### src/rtl/divider_result_reconstructor_if.sv
// divider_result_reconstructor_if: tuple handshake and result/statistics bundle
interface divider_result_reconstructor_if #(
  parameter int N_W   = 16,
  parameter int D_W   = 8,
  parameter int ACC_W = 24,
  parameter int CNT_W = 16
);
  logic             in_valid;
  logic             in_ready;
  logic [N_W-1:0]   n;
  logic [D_W-1:0]   d;
  logic [D_W-1:0]   q;
  logic [D_W-1:0]   r;
  logic             clear_stats;
  logic             busy;
  logic             done;
  logic [N_W-1:0]   n_rec;
  logic [N_W:0]     err;
  logic             exact;
  logic             dz;
  logic [ACC_W-1:0] err_abs_acc;
  logic [CNT_W-1:0] sample_cnt;
  modport master (
    output in_valid, n, d, q, r, clear_stats,
    input  in_ready, busy, done, n_rec, err, exact, dz, err_abs_acc, sample_cnt
  );
  modport slave (
    input  in_valid, n, d, q, r, clear_stats,
    output in_ready, busy, done, n_rec, err, exact, dz, err_abs_acc, sample_cnt
  );
endinterface

### src/rtl/divider_result_reconstructor.sv
// divider_result_reconstructor: rebuilds n from (q, d, r) by shift-add and tracks error statistics
module divider_result_reconstructor #(
  parameter int N_W   = 16,
  parameter int D_W   = 8,
  parameter int ACC_W = 24,
  parameter int CNT_W = 16
) (
  input  logic clk,
  input  logic rst,
  divider_result_reconstructor_if.slave bus
);
  typedef enum logic [1:0] {IDLE, MUL, FIN} state_t;
  localparam int S_W = $clog2(D_W);
  state_t           state;
  logic [N_W-1:0]   n_l;
  logic [D_W-1:0]   d_l;
  logic [D_W-1:0]   r_l;
  logic [N_W-1:0]   product;
  logic [N_W-1:0]   mcand;
  logic [D_W-1:0]   mplier;
  logic [S_W-1:0]   step;
  logic [N_W-1:0]   n_sum;
  logic [N_W:0]     diff;
  logic [N_W:0]     diff_abs;
  logic [ACC_W:0]   acc_sum;
  // FIN-cycle datapath: q*d + r never exceeds 16 bits, so n_sum needs no carry
  assign n_sum    = product + N_W'(r_l);
  assign diff     = {1'b0, n_l} - {1'b0, n_sum};
  assign diff_abs = diff[N_W] ? -diff : diff;
  assign acc_sum  = {1'b0, bus.err_abs_acc} + (ACC_W+1)'(diff_abs);
  assign bus.in_ready = (state == IDLE);
  assign bus.busy     = (state != IDLE);
  // Accept, multiply for D_W edges, then publish results and fold them into the statistics
  always_ff @(posedge clk or posedge rst) begin
    if (rst) begin
      state           <= IDLE;
      n_l             <= '0;
      d_l             <= '0;
      r_l             <= '0;
      product         <= '0;
      mcand           <= '0;
      mplier          <= '0;
      step            <= '0;
      bus.done        <= 1'b0;
      bus.n_rec       <= '0;
      bus.err         <= '0;
      bus.exact       <= 1'b0;
      bus.dz          <= 1'b0;
      bus.err_abs_acc <= '0;
      bus.sample_cnt  <= '0;
    end else begin
      bus.done <= 1'b0;
      case (state)
        IDLE: if (bus.in_valid) begin
          n_l     <= bus.n;
          d_l     <= bus.d;
          r_l     <= bus.r;
          product <= '0;
          mcand   <= N_W'(bus.d);
          mplier  <= bus.q;
          step    <= '0;
          state   <= MUL;
        end
        MUL: begin
          product <= mplier[0] ? product + mcand : product;
          mcand   <= mcand << 1;
          mplier  <= mplier >> 1;
          step    <= step + 1'b1;
          state   <= (step == S_W'(D_W - 1)) ? FIN : MUL;
        end
        FIN: begin
          bus.n_rec       <= n_sum;
          bus.err         <= diff;
          bus.exact       <= (diff == '0);
          bus.dz          <= (d_l == '0);
          bus.done        <= 1'b1;
          bus.err_abs_acc <= acc_sum[ACC_W] ? '1 : acc_sum[ACC_W-1:0];
          bus.sample_cnt  <= (&bus.sample_cnt) ? bus.sample_cnt : bus.sample_cnt + 1'b1;
          state           <= IDLE;
        end
        default: state <= IDLE;
      endcase
      if (bus.clear_stats) begin
        bus.err_abs_acc <= '0;
        bus.sample_cnt  <= '0;
      end
    end
  end
endmodule

### src/flat_wrapper.sv
// flat-port wrapper written by rule: the top's interface ports become plain ports
module divider_result_reconstructor_flat 
#(
  parameter int N_W   = 16,
  parameter int D_W   = 8,
  parameter int ACC_W = 24,
  parameter int CNT_W = 16
)
  (clk, rst, bus_in_valid, bus_n, bus_d, bus_q, bus_r, bus_clear_stats, bus_in_ready, bus_busy, bus_done, bus_n_rec, bus_err, bus_exact, bus_dz, bus_err_abs_acc, bus_sample_cnt);
  divider_result_reconstructor_if #(.N_W(N_W), .D_W(D_W), .ACC_W(ACC_W), .CNT_W(CNT_W)) bus_i ();
  input  logic clk;
  input  logic rst;
  input wire logic [$bits(bus_i.in_valid)-1:0] bus_in_valid;
  input wire logic [$bits(bus_i.n)-1:0] bus_n;
  input wire logic [$bits(bus_i.d)-1:0] bus_d;
  input wire logic [$bits(bus_i.q)-1:0] bus_q;
  input wire logic [$bits(bus_i.r)-1:0] bus_r;
  input wire logic [$bits(bus_i.clear_stats)-1:0] bus_clear_stats;
  output wire logic [$bits(bus_i.in_ready)-1:0] bus_in_ready;
  output wire logic [$bits(bus_i.busy)-1:0] bus_busy;
  output wire logic [$bits(bus_i.done)-1:0] bus_done;
  output wire logic [$bits(bus_i.n_rec)-1:0] bus_n_rec;
  output wire logic [$bits(bus_i.err)-1:0] bus_err;
  output wire logic [$bits(bus_i.exact)-1:0] bus_exact;
  output wire logic [$bits(bus_i.dz)-1:0] bus_dz;
  output wire logic [$bits(bus_i.err_abs_acc)-1:0] bus_err_abs_acc;
  output wire logic [$bits(bus_i.sample_cnt)-1:0] bus_sample_cnt;
  assign bus_i.in_valid = bus_in_valid;
  assign bus_i.n = bus_n;
  assign bus_i.d = bus_d;
  assign bus_i.q = bus_q;
  assign bus_i.r = bus_r;
  assign bus_i.clear_stats = bus_clear_stats;
  assign bus_in_ready = bus_i.in_ready;
  assign bus_busy = bus_i.busy;
  assign bus_done = bus_i.done;
  assign bus_n_rec = bus_i.n_rec;
  assign bus_err = bus_i.err;
  assign bus_exact = bus_i.exact;
  assign bus_dz = bus_i.dz;
  assign bus_err_abs_acc = bus_i.err_abs_acc;
  assign bus_sample_cnt = bus_i.sample_cnt;
  divider_result_reconstructor #(.N_W(N_W), .D_W(D_W), .ACC_W(ACC_W), .CNT_W(CNT_W)) u_core (.clk(clk), .rst(rst), .bus(bus_i));
endmodule
### config.mk
export PLATFORM = sky130hd
export DESIGN_NAME = divider_result_reconstructor_flat
export DESIGN_NICKNAME = d
export VERILOG_FILES = /design/src/rtl/divider_result_reconstructor_if.sv /design/src/rtl/divider_result_reconstructor.sv /design/src/flat_wrapper.sv
export SDC_FILE = /design/constraint.sdc
export NUM_CORES = 1
export LEC_CHECK = 0
export CORE_MARGIN = 2
export CORE_UTILIZATION = 40
export DETAILED_ROUTE_END_ITERATION = 8
export PLACE_DENSITY = 0.66
export SETUP_SLACK_MARGIN = 0.15
export SYNTH_ARGS = -nofsm -noshare
export SYNTH_HDL_FRONTEND = slang
export SYNTH_SLANG_ARGS = --single-unit
### constraint.sdc
create_clock -name clk -period 8.1 [get_ports clk]
set_input_delay 1.62 -clock clk [delete_from_list [all_inputs] [get_ports clk]]
set_output_delay 1.62 -clock clk [all_outputs]
set_load 0.03 [all_outputs]
==> results_dict.tcl <==
set metrics [dict create \
    area_delta_synth_final_pct 23.1 \
    initial_core_util_pct 40.4 \
    worstMarginPinSlew_ns 1.12 \
    netlist_top_cells_area "dfrtp_1 (42%), nand2_1 (8.3%), ha_1 (8.3%)" \
    post-dp-hpwl_um 16200 \
    avgSynthCellArea_sq_um 9.18 \
    min_period_over_period_pct 81.9 \
    h-tree-depth 4 \
    start_kind "flip-flop" \
    path_class "flip-flop to flip-flop" \
    routed_via_density 5.23 \
    grtUsageTotal_pct 19.0 \
    synth_edf_count 0 \
    cp.required_ns 8.39 \
    n_antenna_cell 0 \
    crit_path_end_kind "flip-flop" \
    drt_iter0_drc 409 \
    async_reset_ff_share_pct 100 \
    setup_viol 0 \
    numCtsBuffers 17 \
    nFillCells 2144 \
    post_cts_buffers 0 \
    drive_gt1_share_pct 7.37 \
    clkLatencyLatePin_ns 0.42 \
    yosys_warnings 0 \
    layout.nets 1207 \
    die_h_um 154 \
    ctsHoldBuffers 0 \
    postSynthCellCount 987 \
    port_buffers 121 \
    rows 55 \
    synth-compound-area-share_pct 17.1 \
    synthMuxAreaShare_pct 1.16 \
    drt_pass1_iterations 4 \
    routed_wl_um 21900 \
    yosys_register_bits 153 \
    netlist_area_sq_um 9060 \
    fin_crit_ns 6.63 \
    ff2ff_setup_slack_ns 1.47 \
    routedWlPerCell_um 15.6 \
    final_util_pct 49.7 \
    synth_top_area_cell "dfrtp_1" \
    cts_tree "built" \
    numClockSinks 153 \
    grt_pass1_vias 7217 \
    synth_xor_area_share_pct 8.19 \
    fin_setup_tns_ns 0 \
    dr_total_vias 7310 \
    synth_nets 1095 \
    grt_max_degree 100 \
    core_sq_um 22400 \
    drv_slew 0 \
    ctsResizeCount 0 \
    clockRootBuffer "clkbuf_16" \
    crit_fanout 17 \
    hold_class "flip-flop to flip-flop" \
    cp_top_family "compound AO/OA/AOI/OAI gates" \
    ant_nets 0 \
    antenna_found_initial 0 \
    outcome "finished, final reports clean" \
    drc_errors 0 \
    grt_first_pass_wirelength_um 36400 \
    crit_slowest_cell "fa_1" \
    cp.buffers_inverters 3 \
    dp.cells 1365 \
    synth_ff_type "dfrtp_1" \
    synth_seq_area_share_pct 42.3 \
    die_area_sq_um 23900 \
    hold_viol 0 \
    clk_pin_slew_ns 0.06 \
    max_cap_viol_count 0 \
    die_w_um 154 \
    synth.top_cell.area_share_pct 42.3 \
    ys_types 84 \
    rsz0062_at_grt "false" \
    synth_fa_ha_area_share_pct 9.42 \
    synth_top_family_by_area "simple AND/OR/NAND/NOR gates" \
    cpMostUsedCell "a21oi_1" \
    max_stage_delay_ns 0.45 \
    timing.fmax_mhz 151 \
    arrival_ns 6.92 \
    synthSimpleGateAreaFrac_pct 18.9 \
    gp_congestion 0.855 \
    overflow 0 \
    fin_skew_ns 0.0105 \
    maxSlewHeadroom_pct 25.3 \
    clockBufferDepth 2 \
    ios 122 \
    fin_cells 1397 \
]
-- worst min-delay path, stage by stage (launching register included) --
cell	delay [ns]
dfrtp_1	0.34
nand2_1	0.05
nand2_1	0.06
-- state kept, by name (all words and copies together), names as in the netlist --
| signal | count |
|---|---|
| u_core.product | 16 |
| u_core.n_l | 16 |
| u_core.d_l | 8 |
| u_core.bus.exact | 1 |
| u_core.bus.done | 1 |
| u_core.bus.n_rec | 16 |
| u_core.r_l | 8 |
| u_core.bus.sample_cnt | 16 |
| u_core.state | 2 |
| u_core.step | 3 |
| u_core.bus.err_abs_acc | 24 |
| u_core.bus.err | 17 |
| u_core.mcand | 16 |
| u_core.mplier | 8 |
| u_core.bus.dz | 1 |
-- through the flow --
step	hold slack (ns)	setup WS (ns)	cell area [sq um]
2_1_floorplan	0.446	1.74	9060
3_3_place_gp	0.460	1.68	10600
3_5_place_dp	0.463	1.48	10600
4_1_cts	0.479	1.45	11100
5_1_grt	0.504	0.922	11100
6_report	0.475	1.47	11100
-- synthesized netlist by cell type, types with 10 or more instances --
cell type,number
clkbuf_1,32
o21bai_1,10
xnor2_1,35
a211oi_1,22
inv_1,33
xor2_1,35
dfrtp_1,153
o21ai_0,65
nand3_1,22
nor2_1,72
a21oi_1,53
a31oi_1,10
nand2b_1,10
nor3_1,11
ha_1,60
a22o_1,14
a21o_1,16
nand2_1,201
-- kinds of logic after synthesis --
logic type | after synthesis
and+or+nand+nor | 377
buffers and inverters | 71
muxes | 10
AOI/OAI and AO/OA | 234
xor gates and xnor gates | 76
adders and majority gates | 66
DFF | 153
-- cells in the final DEF (no fill, tap or decap), types with 32 or more instances in the layout --
cell	Yosys	routed
dfrtp_1	153	153
ha_1	60	60
o21ai_0	65	65
xnor2_1	35	35
inv_1	33	32
clkdlybuf4s50_1	0	121
xor2_1	35	35
nand2_1	201	201
nor2_1	72	72
a21oi_1	53	53
-- cell type report --
class / count / area [sq um] / area share, %
clock buffer: 17 / 425 / 3.82
clock inverter: 15 / 164 / 1.47
multi-input combinational: 763 / 4970 / 44.5
sequential: 153 / 3830 / 34.3
inverter: 35 / 136 / 1.22
timing repair buffer: 129 / 1270 / 11.4
tap: 285 / 357 / 3.20
-- per-layer routing --
| metal | wire, um | track usage (%) | up-vias |
|---|---|---|---|
| li1 | - | - | 3657 |
| met1 | 10400 | 25.6 | 3487 |
| met2 | 10400 | 31.7 | 147 |
| met3 | 783 | 3.28 | 19 |
| met4 | 285 | 5.03 | 0 |
| met5 | 0 | 0 | - |
-- worst paths after layout --
check,from,end,depth (start not counted)
max in group asynchronous,rst,u_core.product[5],3
hold reg to reg,u_core.bus.err[7],u_core.bus.err[7],2
setup / recovery,u_core.product[0],u_core.bus.err_abs_acc[3],32
min in group asynchronous,rst,u_core.bus.sample_cnt[0],2
setup reg to reg,u_core.product[0],u_core.bus.err_abs_acc[3],32
hold / removal,u_core.bus.err[7],u_core.bus.err[7],2
Power is not shown: default switching activity piles up to over one toggle a cycle in this logic, so the estimate is an artifact.
